--- config.mk ---
export PLATFORM = sky130hd
export DESIGN_NAME = dcache_flush_arbiter
export DESIGN_NICKNAME = d
export VERILOG_FILES = /design/src/rtl/dcache_flush_arbiter.sv
export SDC_FILE = /design/constraint.sdc
export NUM_CORES = 1
export LEC_CHECK = 0
export ABC_AREA = 0
export CORE_ASPECT_RATIO = 1.75
export CORE_MARGIN = 2
export CORE_UTILIZATION = 49
export CTS_CLUSTER_SIZE = 14
export DETAILED_ROUTE_END_ITERATION = 8
export HOLD_SLACK_MARGIN = 0.15
export MAX_ROUTING_LAYER = met4
export PLACE_DENSITY = 0.83
export SLEW_MARGIN = 20
export SYNTH_ARGS = -nofsm -noshare
export SYNTH_HDL_FRONTEND = slang
export SYNTH_SLANG_ARGS = --single-unit
--- constraint.sdc ---
create_clock -name clk_i -period 2.18 [get_ports clk_i]
set_input_delay 0.436 -clock clk_i [delete_from_list [all_inputs] [get_ports clk_i]]
set_output_delay 0.436 -clock clk_i [all_outputs]
set_load 0.01 [all_outputs]
--- src/rtl/dcache_flush_arbiter.sv ---
`default_nettype none
// ============================================================================
// Module      : dcache_flush_arbiter
// Description : Shares the single dcache flush/ack handshake between NR_REQ
//               independent flush requesters. Concurrent requests are
//               coalesced into one flush; each covered requester receives a
//               one-cycle acknowledge when the flush completes.
//               Optional watchdog (define DCACHE_FLUSH_ARB_TIMEOUT_EN) aborts
//               a flush that the cache never acknowledges.
// Revision    : 1.0 - initial release
// ============================================================================
module dcache_flush_arbiter #(
    parameter int NR_REQ         = 4,
    parameter int TIMEOUT_CYCLES = 1024,
    parameter int CNT_WIDTH      = 16
) (
    input  logic                 clk_i,
    input  logic                 rst_ni,
    input  logic [NR_REQ-1:0]    req_i,
    output logic [NR_REQ-1:0]    ack_o,
    output logic                 flush_dcache_o,
    input  logic                 flush_dcache_ack_i,
    output logic                 busy_o,
    output logic [NR_REQ-1:0]    served_mask_o,
    output logic [CNT_WIDTH-1:0] flush_cnt_o,
    output logic                 timeout_o,
    input  logic                 clear_timeout_i
);

    // ------------------------------------------------------------------------
    // State encoding
    // ------------------------------------------------------------------------
    localparam logic [1:0] c_IDLE  = 2'd0;
    localparam logic [1:0] c_FLUSH = 2'd1;
    localparam logic [1:0] c_ACK   = 2'd2;

    logic [1:0]           r_state;
    logic [1:0]           w_state_next;
    logic [NR_REQ-1:0]    r_snapshot;
    logic [CNT_WIDTH-1:0] r_flush_cnt;

    // Watchdog expiry: FLUSH has lasted its full budget with no ack this cycle
    logic                 w_wd_expire;

    // A genuine cache acknowledge that ends the current flush
    logic                 w_flush_done;
    assign w_flush_done = (r_state == c_FLUSH) && flush_dcache_ack_i;

`ifdef DCACHE_FLUSH_ARB_TIMEOUT_EN
    // ------------------------------------------------------------------------
    // Watchdog: counts cycles spent in FLUSH, restarting from zero on entry
    // ------------------------------------------------------------------------
    localparam int               WD_WIDTH  = $clog2(TIMEOUT_CYCLES + 1);
    localparam logic [WD_WIDTH-1:0] c_WD_LAST = WD_WIDTH'(TIMEOUT_CYCLES - 1);

    logic [WD_WIDTH-1:0] r_wd_cnt;
    logic                r_timeout;

    // Cycle counter: runs only in FLUSH, held at zero elsewhere so that every
    // FLUSH entry starts a fresh budget
    always_ff @(posedge clk_i or negedge rst_ni) begin
        if (!rst_ni) begin
            r_wd_cnt <= '0;
        end else if (r_state == c_FLUSH) begin
            r_wd_cnt <= r_wd_cnt + WD_WIDTH'(1);
        end else begin
            r_wd_cnt <= '0;
        end
    end

    // A same-cycle cache ack takes priority over the abort
    assign w_wd_expire = (r_state == c_FLUSH) && (r_wd_cnt == c_WD_LAST)
                         && !flush_dcache_ack_i;

    // Sticky timeout flag; a set in the same cycle as a clear wins
    always_ff @(posedge clk_i or negedge rst_ni) begin
        if (!rst_ni) begin
            r_timeout <= 1'b0;
        end else if (w_wd_expire) begin
            r_timeout <= 1'b1;
        end else if (clear_timeout_i) begin
            r_timeout <= 1'b0;
        end
    end

    assign timeout_o = r_timeout;
`else
    // No watchdog: FLUSH waits for the cache indefinitely
    logic w_unused_clear;
    assign w_unused_clear = clear_timeout_i;
    assign w_wd_expire    = 1'b0;
    assign timeout_o      = 1'b0;
`endif

    // ------------------------------------------------------------------------
    // FSM: state register
    // ------------------------------------------------------------------------
    // Holds the current arbitration phase; reset returns straight to IDLE
    always_ff @(posedge clk_i or negedge rst_ni) begin
        if (!rst_ni) begin
            r_state <= c_IDLE;
        end else begin
            r_state <= w_state_next;
        end
    end

    // ------------------------------------------------------------------------
    // FSM: next-state logic
    // ------------------------------------------------------------------------
    // IDLE waits for any request (cache acks are ignored there), FLUSH waits
    // for the cache ack or watchdog expiry, ACK always lasts a single cycle
    always_comb begin
        w_state_next = r_state;
        unique case (r_state)
            c_IDLE: begin
                if (|req_i) begin
                    w_state_next = c_FLUSH;
                end
            end
            c_FLUSH: begin
                if (flush_dcache_ack_i || w_wd_expire) begin
                    w_state_next = c_ACK;
                end
            end
            c_ACK: begin
                w_state_next = c_IDLE;
            end
            default: begin
                w_state_next = c_IDLE;
            end
        endcase
    end

    // ------------------------------------------------------------------------
    // FSM: output decode (state and registers only, no input feed-through)
    // ------------------------------------------------------------------------
    // Flush request, per-requester acks and busy all derive from the state
    always_comb begin
        flush_dcache_o = 1'b0;
        ack_o          = '0;
        busy_o         = 1'b0;
        unique case (r_state)
            c_IDLE: begin
                busy_o = 1'b0;
            end
            c_FLUSH: begin
                flush_dcache_o = 1'b1;
                busy_o         = 1'b1;
            end
            c_ACK: begin
                ack_o  = r_snapshot;
                busy_o = 1'b1;
            end
            default: begin
                busy_o = 1'b1;
            end
        endcase
    end

    // ------------------------------------------------------------------------
    // Datapath
    // ------------------------------------------------------------------------
    // Snapshot of the requesters covered by this flush: captured when leaving
    // IDLE, frozen during FLUSH so late joiners wait for the next round, and
    // cleared as ACK hands back to IDLE
    always_ff @(posedge clk_i or negedge rst_ni) begin
        if (!rst_ni) begin
            r_snapshot <= '0;
        end else if ((r_state == c_IDLE) && (|req_i)) begin
            r_snapshot <= req_i;
        end else if (r_state == c_ACK) begin
            r_snapshot <= '0;
        end
    end

    // Completed-flush counter: bumps on a real cache ack (never on a watchdog
    // abort) and saturates at all-ones; visible from the ACK cycle onward
    always_ff @(posedge clk_i or negedge rst_ni) begin
        if (!rst_ni) begin
            r_flush_cnt <= '0;
        end else if (w_flush_done && (r_flush_cnt != {CNT_WIDTH{1'b1}})) begin
            r_flush_cnt <= r_flush_cnt + CNT_WIDTH'(1);
        end
    end

    assign served_mask_o = r_snapshot;
    assign flush_cnt_o   = r_flush_cnt;

endmodule
`default_nettype wire

==> out/qor.txt <==
Crit Reg-Reg Endpoint -> flush_cnt_o[1]
R2R cell count -> 5
Final period util -> 95.29%
IO Count -> 35
layout net count -> 155
Clock H-tree levels -> 1
die height -> 68.12 um
antenna violations before repair -> 0
WL/cell -> 14.98 um
Place WS -> 0.2285 ns
CP arrival -> 1.64 ns
post-synthesis sequential area ratio -> 47.83%
pwr/cell area -> 933.4 mW/mm2
DRT antenna net count -> 0
worst endpoint required time -> 1.74 ns
Worst setup endpoint -> ack_o[0]
initial drt markers -> 16
DIE WIDTH -> 40.64 um
Synth Register Bits -> 22
worst vdd ir -> 0.5077 mV
outcome -> finished, final reports clean
Hold WC Path Type -> in2async
Post-DP HPWL -> 1900 um
setup TNS -> 0 ns
logic gate share of total power -> 39.6%
Ys Warns -> 0
Net Sw Frac -> 33.67%
vias in the first global route -> 999
largest net degree at the start of global routing -> 23
area delta synth->final -> 34.35%
die area -> 0.002768 mm2
# diodes -> 0
placer congestion estimate -> 0.7906
RSZ-0062 raised after global routing -> no
P_leak -> 0.7081 nW
worst skew pair latency -> 0.26 ns
max-slew violation count -> 0
Core Region -> 0.002273 mm2
GR Util All Layers -> 22.89%
Avg Cell Area, Syn -> 10.56 um2
crit-path max FO -> 7
count of unique library cells instantiated by Yosys -> 33
syn_nets -> 118
Cells after Synth -> 109
hold-fix buffers at CTS -> 0
Mapped Area -> 0.001151 mm2
crit path setup slack, layout -> 0.1027 ns
switching power -> 0.0004861 W
Clock transition at path regs -> 0.07 ns
# clock sinks -> 22
Worst Skew -> 0.001558 ns
GR Overflow Total -> 0
Tmin final -> 2.077 ns
internal power -> 0.0009574 W
Routed WL -> 2531 um
Max Freq -> 0.4814 GHz
worst flop-to-flop path startpoint -> flush_cnt_o[0]
# port buffers -> 32
initial core utilization -> 50.63%
Clock Tree Root -> clkbuf_8
CTS tree -> built
via count -> 943
Max Cap Viol -> 0
Setup-failing EPs final -> 0
startpoint type of the worst setup path -> register
Sequential Power Share -> 43.4%
CTS max path bufs -> 2
Clock Power Share -> 17.0%
Num CTS Buffers -> 3
# rows -> 23
Setup CP Type -> reg2out
DRT Pass-1 Iters -> 4
crit path from -> r_state[0]
Reg2Reg Setup Slack -> 0.43 ns
residual DRC count -> 0
final hold viol count -> 0
vias per inst -> 5.580
capturing element type of the critical path -> output pin
first-pass GRT wire length -> 4250 um
layout cell share with drive strength beyond 1 -> 13.19%
-- synthesized netlist by cell type --
master     instances  area (um2)
nand4_1            3       18.77
a21boi_2           1       11.26
and4_1             1       8.760
nand2_1           13       48.80
nand2b_1           2       12.51
o2111ai_1          1       8.760
conb_1             1       3.750
dfrtp_1           22       550.5
nand3_2            2       20.02
mux2_1             2       22.52
o21ai_0            1       5.000
ha_1               1       12.51
nor3_1             5       25.02
nor4_1             1       6.260
and2_1             5       31.28
o41ai_1            1       8.760
nor2_1             6       22.52
o41ai_2            1       16.27
nand4_2            1       12.51
nand3_1            4       20.02
nor2b_1            3       18.77
nor2_2             1       6.260
nand2_2            1       6.260
xor2_1            13       113.9
and3_1             1       6.260
and4b_2            1       11.26
a211oi_1           1       7.510
and3_4             1       11.26
inv_1              2       7.510
buf_4              2       15.01
nor3b_4            1       18.77
a21oi_1            5       25.02
nor4_2             3       37.54
-- power groups by stage --
stage | clock, W | sequential, W | combinational (W)
2_1_floorplan | 0 | 0.000651 | 0.000223
3_3_place_gp | 0 | 0.000624 | 0.000560
3_5_place_dp | 0 | 0.000630 | 0.000575
4_1_cts | 0.000251 | 0.000625 | 0.000579
5_1_grt | 0.000263 | 0.000645 | 0.000640
6_report | 0.000246 | 0.000626 | 0.000572
-- layer usage --
metal	up-vias	global-route usage [%]	part of all wire (%)
met2	29	40.87	55
met1	458	23.69	39
li1	452	-	-
met4	0	8.750	1.4
met5	-	-	0
met3	4	3.247	4.7
-- worst min-delay path by stage --
stage,depth (start not counted),from,end,slack (ns)
detailed placement,1,flush_cnt_o[5],flush_cnt_o[5],0.51
global placement,1,flush_cnt_o[5],flush_cnt_o[5],0.49
global route,1,flush_cnt_o[5],flush_cnt_o[5],0.55
floorplan,0,rst_ni,flush_cnt_o[0],0.14
CTS,1,flush_cnt_o[5],flush_cnt_o[5],0.52
finish,2,rst_ni,flush_cnt_o[4],0.52
-- registers in the layout (all words and copies together) (netlist names) --
| signal | flops |
|---|---|
| r_state | 2 |
| flush_cnt_o | 16 |
| served_mask_o | 4 |
-- metrics by stage --
step	total power, W	util, %	hold WS [ns]	cells	instance area, um2
6_report	0.001443	68.02	0.5196	169	1546
5_1_grt	0.001548	68.02	0.5454	169	1546
4_1_cts	0.001455	68.02	0.5228	169	1546
3_5_place_dp	0.001205	66.10	0.5117	166	1503
3_3_place_gp	0.001184	66.10	0.4938	166	1503
2_1_floorplan	0.0008736	-	0.1404	109	1151
-- layout by cell type (no fill, tap or decap), types with 3 or more instances in the layout --
master / instances
a21oi_1: 5
and2_1: 5
clkbuf_8: 3
clkdlybuf4s50_1: 32
dfrtp_1: 22
nand2_1: 13
nand3_1: 4
nand4_1: 3
nor2_1: 6
nor3_1: 5
nor4_2: 3
xor2_1: 13
-- critical path: stages (launching register included) --
cell and delay, ns:
dfrtp_1 0.45, nor2b_2 0.24, and2_1 0.16, clkdlybuf4s50_1 0.53
-- timing repair --
item                       4_1_cts  5_1_grt
setup endpoints to repair        2        0
buffers inserted                 0        0
gates resized for setup          1        0
-- cell families (layout without fill, tap and decap cells) --
logic type	count (synthesis)	count (layout)	synth area share (%)
compound gates	11	11	7.174
xor+xnor	13	13	9.891
fa+ha+maj	1	1	1.087
buf+inv	4	39	1.956
flops	22	22	47.83
mux	2	2	1.956
other cells	1	1	0.3258
simple gates	55	55	29.78
-- cell type report --
cell class | count | area [um2]
tap | 25 | 31.28
fill | 195 | 726.9
inverter | 2 | 7.507
timing repair buffer | 34 | 335.3
sequential | 22 | 550.5
clock buffer | 3 | 41.29
multi-input combinational | 83 | 580.6
No activity file was read; power rests on OpenSTA's default activity.
